$ cat config.mk
export PLATFORM = sky130hd
export DESIGN_NAME = id_hazard_scoreboard
export DESIGN_NICKNAME = d
export VERILOG_FILES = /design/src/rtl/id_hazard_scoreboard.sv
export SDC_FILE = /design/constraint.sdc
export NUM_CORES = 1
export LEC_CHECK = 0
export ABC_AREA = 1
export BUFFER_PORTS_ARGS = -buffer_cell sky130_fd_sc_hd__buf_4
export CAP_MARGIN = 20
export CORE_MARGIN = 8
export CORE_UTILIZATION = 55
export CTS_CLUSTER_SIZE = 8
export DETAILED_ROUTE_END_ITERATION = 10
export PLACE_DENSITY = 0.79
export RECOVER_POWER = 100
export SYNTH_ARGS = -nofsm -noshare
export SYNTH_HDL_FRONTEND = slang
export SYNTH_SLANG_ARGS = --single-unit
$ cat constraint.sdc
create_clock -name clk -period 12.1 [get_ports clk]
set_input_delay 3.63 -clock clk [delete_from_list [all_inputs] [get_ports clk]]
set_output_delay 3.63 -clock clk [all_outputs]
set_load 0.02 [all_outputs]
$ cat src/rtl/id_hazard_scoreboard.sv
// Decode-stage countdown scoreboard: tracks pending writes from variable-latency producers
// and issues stall/bubble control. Optional macro SB_FWD_EN enables final-cycle EX/MEM forwarding.
module id_hazard_scoreboard #(
  parameter int NREG  = 32,
  parameter int AW    = 5,
  parameter int LAT_W = 3
) (
  input  logic             clk,
  input  logic             rst_n,
  input  logic [AW-1:0]    rs1Addr_id,
  input  logic [AW-1:0]    rs2Addr_id,
  input  logic             rs1_used,
  input  logic             rs2_used,
  input  logic [AW-1:0]    rdAddr_id,
  input  logic             RegWrite_id,
  input  logic [LAT_W-1:0] lat_id,
  input  logic             valid_id,
  input  logic             flush,
  output logic             Stall,
  output logic             IFWrite,
  output logic             Bubble,
  output logic [NREG-1:0]  busy
);

  localparam int NADDR = 1 << AW;

  logic [LAT_W-1:0] cnt_q [NREG];
  logic [LAT_W-1:0] cnt_d [NREG];

  // Full address-space view of the counters; x0 and addresses >= NREG read as idle.
  logic [LAT_W-1:0] cnt_rd [NADDR];

  genvar gi;
  generate
    for (gi = 0; gi < NADDR; gi++) begin : g_rd
      if (gi > 0 && gi < NREG) begin : g_live
        assign cnt_rd[gi] = cnt_q[gi];
      end else begin : g_zero
        assign cnt_rd[gi] = '0;
      end
    end

    for (gi = 0; gi < NREG; gi++) begin : g_busy
      if (gi == 0) begin : g_x0
        assign busy[gi] = 1'b0;
      end else begin : g_reg
        assign busy[gi] = (cnt_q[gi] != '0);
      end
    end
  endgenerate

  function automatic logic hz(input logic [LAT_W-1:0] c);
`ifdef SB_FWD_EN
    return c > LAT_W'(1);
`else
    return c != '0;
`endif
  endfunction

  logic [LAT_W-1:0] cnt_rs1;
  logic [LAT_W-1:0] cnt_rs2;
  logic [LAT_W-1:0] cnt_rd_dst;
  logic             tracked_wr;
  logic             raw1;
  logic             raw2;
  logic             waw;
  logic             issue;

  assign cnt_rs1    = cnt_rd[rs1Addr_id];
  assign cnt_rs2    = cnt_rd[rs2Addr_id];
  assign cnt_rd_dst = cnt_rd[rdAddr_id];

  assign tracked_wr = RegWrite_id && (rdAddr_id != '0) && (lat_id != '0);

  assign raw1 = rs1_used && (rs1Addr_id != '0) && hz(cnt_rs1);
  assign raw2 = rs2_used && (rs2Addr_id != '0) && hz(cnt_rs2);
  // A shorter new write must not retire before an older, slower one to the same rd.
  assign waw  = tracked_wr && (cnt_rd_dst > lat_id);

  assign Stall   = valid_id && !flush && (raw1 || raw2 || waw);
  assign IFWrite = !Stall;
  assign Bubble  = Stall || flush;
  assign issue   = valid_id && !Stall && !flush && tracked_wr;

  always_comb begin
    for (int r = 0; r < NREG; r++) begin
      cnt_d[r] = cnt_q[r];
      if (r == 0) begin
        cnt_d[r] = '0;
      end else if (issue && (rdAddr_id == AW'(r))) begin
        cnt_d[r] = lat_id;
      end else if (cnt_q[r] != '0) begin
        cnt_d[r] = cnt_q[r] - 1'b1;
      end
    end
  end

  always_ff @(posedge clk or negedge rst_n) begin
    if (!rst_n) begin
      for (int r = 0; r < NREG; r++) begin
        cnt_q[r] <= '0;
      end
    end else begin
      for (int r = 0; r < NREG; r++) begin
        cnt_q[r] <= cnt_d[r];
      end
    end
  end

endmodule

### Word-level counts from Yosys, hierarchy flattened

Index checks and enable logic that the tools add are counted.

* word-level logic and storage cells: 287
* input bits: 25
* output and inout port bits: 35
* memories: 0
* bits in registers: 93
* bits in read-only memories: 0
* bits in writable memories: 0
* bits in latches: 0

* add/subtract/negate cells: 31
* muxes and demuxes: 71
* divide/modulo/power cells: 0
* reductions and logical operators: 116
* shift-type cells: 0
* $lt $le $gt $ge: 4
* equal/unequal tests: 31
* bitwise gates (word level): 3
* $mul: 0

Operators with widths (count)
* 3-bit 2-to-1 mux: 68
* 3-bit nonzero test: 34
* 3-bit by 1-bit subtractor with 3-bit output, second input constant: 31
* 5-bit equality test, second input constant: 16
* 2-bit nonzero test: 31
* 3-bit binary-select mux with 5-bit select: 3
* 1-bit logical AND: 43
* 5-bit by 4-bit equality test with 1-bit output, second input constant: 8
* 5-bit by 3-bit equality test with 1-bit output, second input constant: 4
* 6-bit greater-or-equal comparator, second input constant: 3
* 5-bit inverter with 6-bit output: 3
* 5-bit nonzero test: 3
* 5-bit by 2-bit equality test with 1-bit output, second input constant: 2
* 5-bit by 1-bit equality test with 1-bit output, second input constant: 1
* 3-bit > comparator: 1
* 1-bit logical OR: 3
* 1-bit logical NOT: 2

### Depth between registers and ports, before layout

* word-level depth: 15
* mapped depth: 19
* gate-level depth less buffers: 17

### Worst setup path after synthesis

No wires, ideal clock.

* path type: input-to-output
* from: input rdAddr_id[0]
* to: output Bubble
* slack: 2.214 ns
* arrival: 6.256 ns
* required time: 8.470 ns
* path buffers: 2
* stages on the path: 18
* cell sequence: inv_1 -> nor2_1 -> inv_1 -> clkbuf_1 -> o22ai_1 -> o21ai_0 -> nand2_1 -> a221oi_1 -> o21ai_0 -> ha_1 -> nand2_1 -> nor2_1 -> a211oi_1 -> a311oi_1 -> nor2_4 -> buf_6 -> or2_1 -> nand2_1

* cells in the longest elaborated chain, start to end: 9
* elaborated cells between the ends (all ways): 12
* those cells by class: order compare: 1; mux: 3; bitwise: 1; reduce/logical: 7

RTL lines
* from (decl): line 14 `input logic [AW-1:0] rdAddr_id,`
* 5-bit inverter with 6-bit output (not written as such): line 71 `assign cnt_rd_dst = cnt_rd[rdAddr_id];`
* 3-bit binary-select mux with 5-bit select: line 71
* 3-bit 2-to-1 mux (not written as such) (2 in a row): line 71
* 3-bit > comparator: line 78 `assign waw = tracked_wr && (cnt_rd_dst > lat_id);`
* 1-bit logical AND *: line 78
* 1-bit logical OR *: line 80 `assign Stall = valid_id && !flush && (raw1 || raw2 || waw);`
* 1-bit logical AND *: line 80
* 1-bit logical OR *: line 82 `assign Bubble = Stall || flush;`
* to (decl): line 21 `output logic Bubble,`

Mark *: on every way between the ends. The rest lies on a longest branch, timed or not. The select of a mux whose other input is x is not followed.

### Final worst setup path

* from: input rdAddr_id[0]
* to: output Stall

* cells in the longest elaborated chain, start to end: 8
* elaborated cells between the ends (all ways): 11
* those cells by class: order compare: 1; mux: 3; bitwise: 1; reduce/logical: 6

RTL lines
* 5-bit inverter with 6-bit output (not written as such): line 71
* 3-bit binary-select mux with 5-bit select: line 71
* 3-bit 2-to-1 mux (not written as such) (2 in a row): line 71
* 3-bit > comparator: line 78
* 1-bit logical AND *: line 78
* 1-bit logical OR *: line 80
* 1-bit logical AND *: line 80
* to (decl): line 19 `output logic Stall,`

Marked as above.

==> flow_metrics.py <==
metrics = {
    "global_routing": {
        "overflow": 0,
        "grt_pass1_vias": 8319,
        "grt_util_all_layers_pct": 27.0,
        "grt_max_degree": 69,
        "antenna_found_initial": 0,
        "grt_pass1_wl_mm": 42.5,
    },
    "power": {
        "vdd_drop_max_uv": 129,
        "p_per_area_nw_per_um2": 260,
        "p_leak_nw": 4.57,
    },
    "drt": {
        "viasPerCell": 5.92,
        "wl_met1_mm": 10.6,
        "wl_mm": 26.0,
        "routed-via-count": 8565,
        "wl_per_cell_um": 18.0,
        "drt-initial-drc-count": 1012,
        "highest_layer": "met4",
        "drtAntennaViolNets": 0,
        "dr.pass1.iters": 6,
        "wl_met2_mm": 12.1,
        "drc": 0,
        "met3_length_mm": 2.20,
    },
    "synth": {
        "synth_edf_count": 0,
        "synth_most_common_cell": "nand2_1",
        "ys.flop_type": "dfrtp_1",
        "yosys-top-cells-count": "nand2_1, inv_1, nand4_1",
        "netlist_area_um2": 8300,
        "yosysTopAreaCell": "dfrtp_1",
        "synth.yosys.warnings": 0,
        "synth_cell_types": 36,
        "synthCells": 1238,
        "synthArstFlopShare_pct": 100,
        "synth_fp_nets": 1328,
        "ys_ff_latch": 93,
        "syn_area_per_cell_um2": 6.70,
        "ys_seq_area_share_pct": 28.1,
        "netlist.area_leader.share_pct": 28.1,
        "synthTopCellsByArea": "dfrtp_1, nand2_1, ha_1, nand4_1, inv_1",
    },
    "floorplan": {
        "core_area_um2": 15000,
        "die_w_um": 139,
        "initial_core_util_pct": 55.4,
        "rows": 45,
        "ios": 60,
        "die_area_um2": 19300,
        "die_y_um": 139,
    },
    "sta": {
        "timing.fmax_ghz": 0.0908,
        "worst_pin_slew_ps": 3030,
        "setup_tns_ps": 0,
        "maxSlewViolCount": 154,
        "fin_crit_ps": 11010,
        "rsz0062_at_grt": "no",
        "timing.hold.ws_ps": 566,
        "setup_viol": 0,
        "finClkSkew_ps": 8.07,
        "final_hold_viol_count": 0,
        "fin_crit_sh_pct": 91.0,
        "slew_headroom_pct": -102,
    },
    "run_status": {
        "violations": "max-capacitance violations, max-slew violations",
        "outcome": "finished with violations",
    },
    "critical_path": {
        "cp_max_fo": 20,
        "critPathKind": "in -> out",
        "crit_slowest_cell": "nor2_1",
        "cp_cell_sequence": "clkbuf_1 -> inv_1 -> nor2_1 -> inv_1 -> o22ai_1 -> o21ai_0 -> nand4_1 -> nor2_1 -> a41oi_1 -> ha_1 -> nand2_1 -> nor2_1 -> a211oi_1 -> a311oi_1 -> nor2_4 -> or2_0 -> inv_1 -> clkbuf_1",
        "crit_family": "simple AND/OR/NAND/NOR gates",
        "critical_path_arrival_ps": 7380,
        "slowest_delay_ps": 700,
        "crit_required_ps": 8470,
        "end_kind": "primary output",
        "worstSetupStartpointType": "input port",
        "path_buf_inv": 5,
    },
    "final_layout": {
        "regMostFlops": "cnt_q",
        "area_growth_pct": 7.30,
        "nets": 1344,
        "largest_register_ffs": 93,
        "largestRegisters": "cnt_q (93)",
        "drive_above_1_share_pct": 4.05,
        "diodes": 0,
    },
    "place": {
        "place.port_buffers": 58,
        "gp_congestion": 0.989,
        "dp_hpwl_mm": 18.6,
    },
    "worst_hold_path": {
        "hold_class": "reg -> reg",
    },
    "clock_tree": {
        "cts.htree.levels": 3,
        "numCtsBuffers": 9,
        "cts.sinks": 93,
        "clkTransAtPathRegs_ps": 70,
        "cts_resized": 0,
        "clockRootBuffer": "clkbuf_16",
        "cts_buffer_depth": 2,
        "cts_hold_buf": 0,
        "cts_tree": "built",
        "post_cts_buffers": 0,
        "clk_latency_ps": 360,
    },
    "run": {
        "cap_violations": 3,
    },
}
-- cell families after synthesis --
kind of cell    after synthesis  synth area share, %
simple gates                666                 35.2
other cells                   1               0.0452
xor+xnor                     62                 6.55
flops                        93                 28.1
fa+ha+maj                    65                 9.80
compound gates              134                 9.61
buf+inv                     217                 10.8
-- area by class of cell --
type,count,area (um^2)
Clock buffer,10,239
Clock inverter,6,62.6
Fill cell,1504,6080
Inverter,157,589
Multi-Input combinational cell,928,5080
Sequential cell,93,2330
Tap cell,188,235
Timing Repair Buffer,65,367
-- worst min-delay path: cells and delay by family (launching register included) --
kind	cells	cell delay, ps
flip-flops	1	360
AND/OR/NAND/NOR	2	100
XOR/XNOR	1	70
-- metrics by stage --
stage	std cells	utilization [%]	area, um^2	power [mW]	setup WS [ps]
detailed placement	1430	58.2	8710	2.04	1430
finish	1447	59.4	8900	2.32	1090
global route	1447	59.4	8900	2.56	736
floorplan	1238	-	8300	1.68	2210
CTS	1446	60.2	9010	2.35	1430
global placement	1430	58.2	8710	2.01	1570
-- metal layers --
| metal | GRT usage (%) | up-vias |
|---|---|---|
| met2 | 45.3 | 380 |
| met1 | 32.4 | 3955 |
| li1 | - | 4126 |
| met5 | 0 | - |
| met4 | 13.1 | 0 |
| met3 | 5.58 | 104 |
-- path summary, 6_finish.rpt --
check	slack, ps	start	cells after the start	to
worst min-delay path	570	cnt_q[12]	3	cnt_q[12]
worst max register to register	6230	cnt_q[14]	17	cnt_q[10]
worst min register to register	570	cnt_q[12]	3	cnt_q[12]
worst max-delay path	1090	rdAddr_id[0]	18	Stall
min in group asynchronous	3930	rst_n	1	cnt_q[78]
max in group asynchronous	4410	rst_n	2	cnt_q[31]
-- report_power, final --
part	switching, mW	leakage (nW)	internal [mW]
logic	0.881	3.33	0.502
clock network	0.128	0.140	0.165
registers	0.155	1.10	0.485
-- cells in the final DEF, fill, tap and decap left out, types with 2 or more instances in the layout --
master / instances
nand2_1: 381
inv_1: 152
nand4_1: 99
dfrtp_1: 93
nand3_1: 90
ha_1: 65
nor2_1: 59
o21ai_0: 50
clkbuf_1: 37
nor3_1: 31
xor2_1: 31
xnor2_1: 31
a21oi_1: 27
o22ai_1: 26
buf_4: 26
o221ai_1: 9
clkbuf_16: 9
a22oi_1: 8
a221oi_1: 4
clkinv_1: 3
nor2_2: 3
clkinvlp_4: 3
inv_2: 2
o21ai_1: 2
nor2_4: 2
clkinv_2: 2
Power figures use the tool's default switching activity.
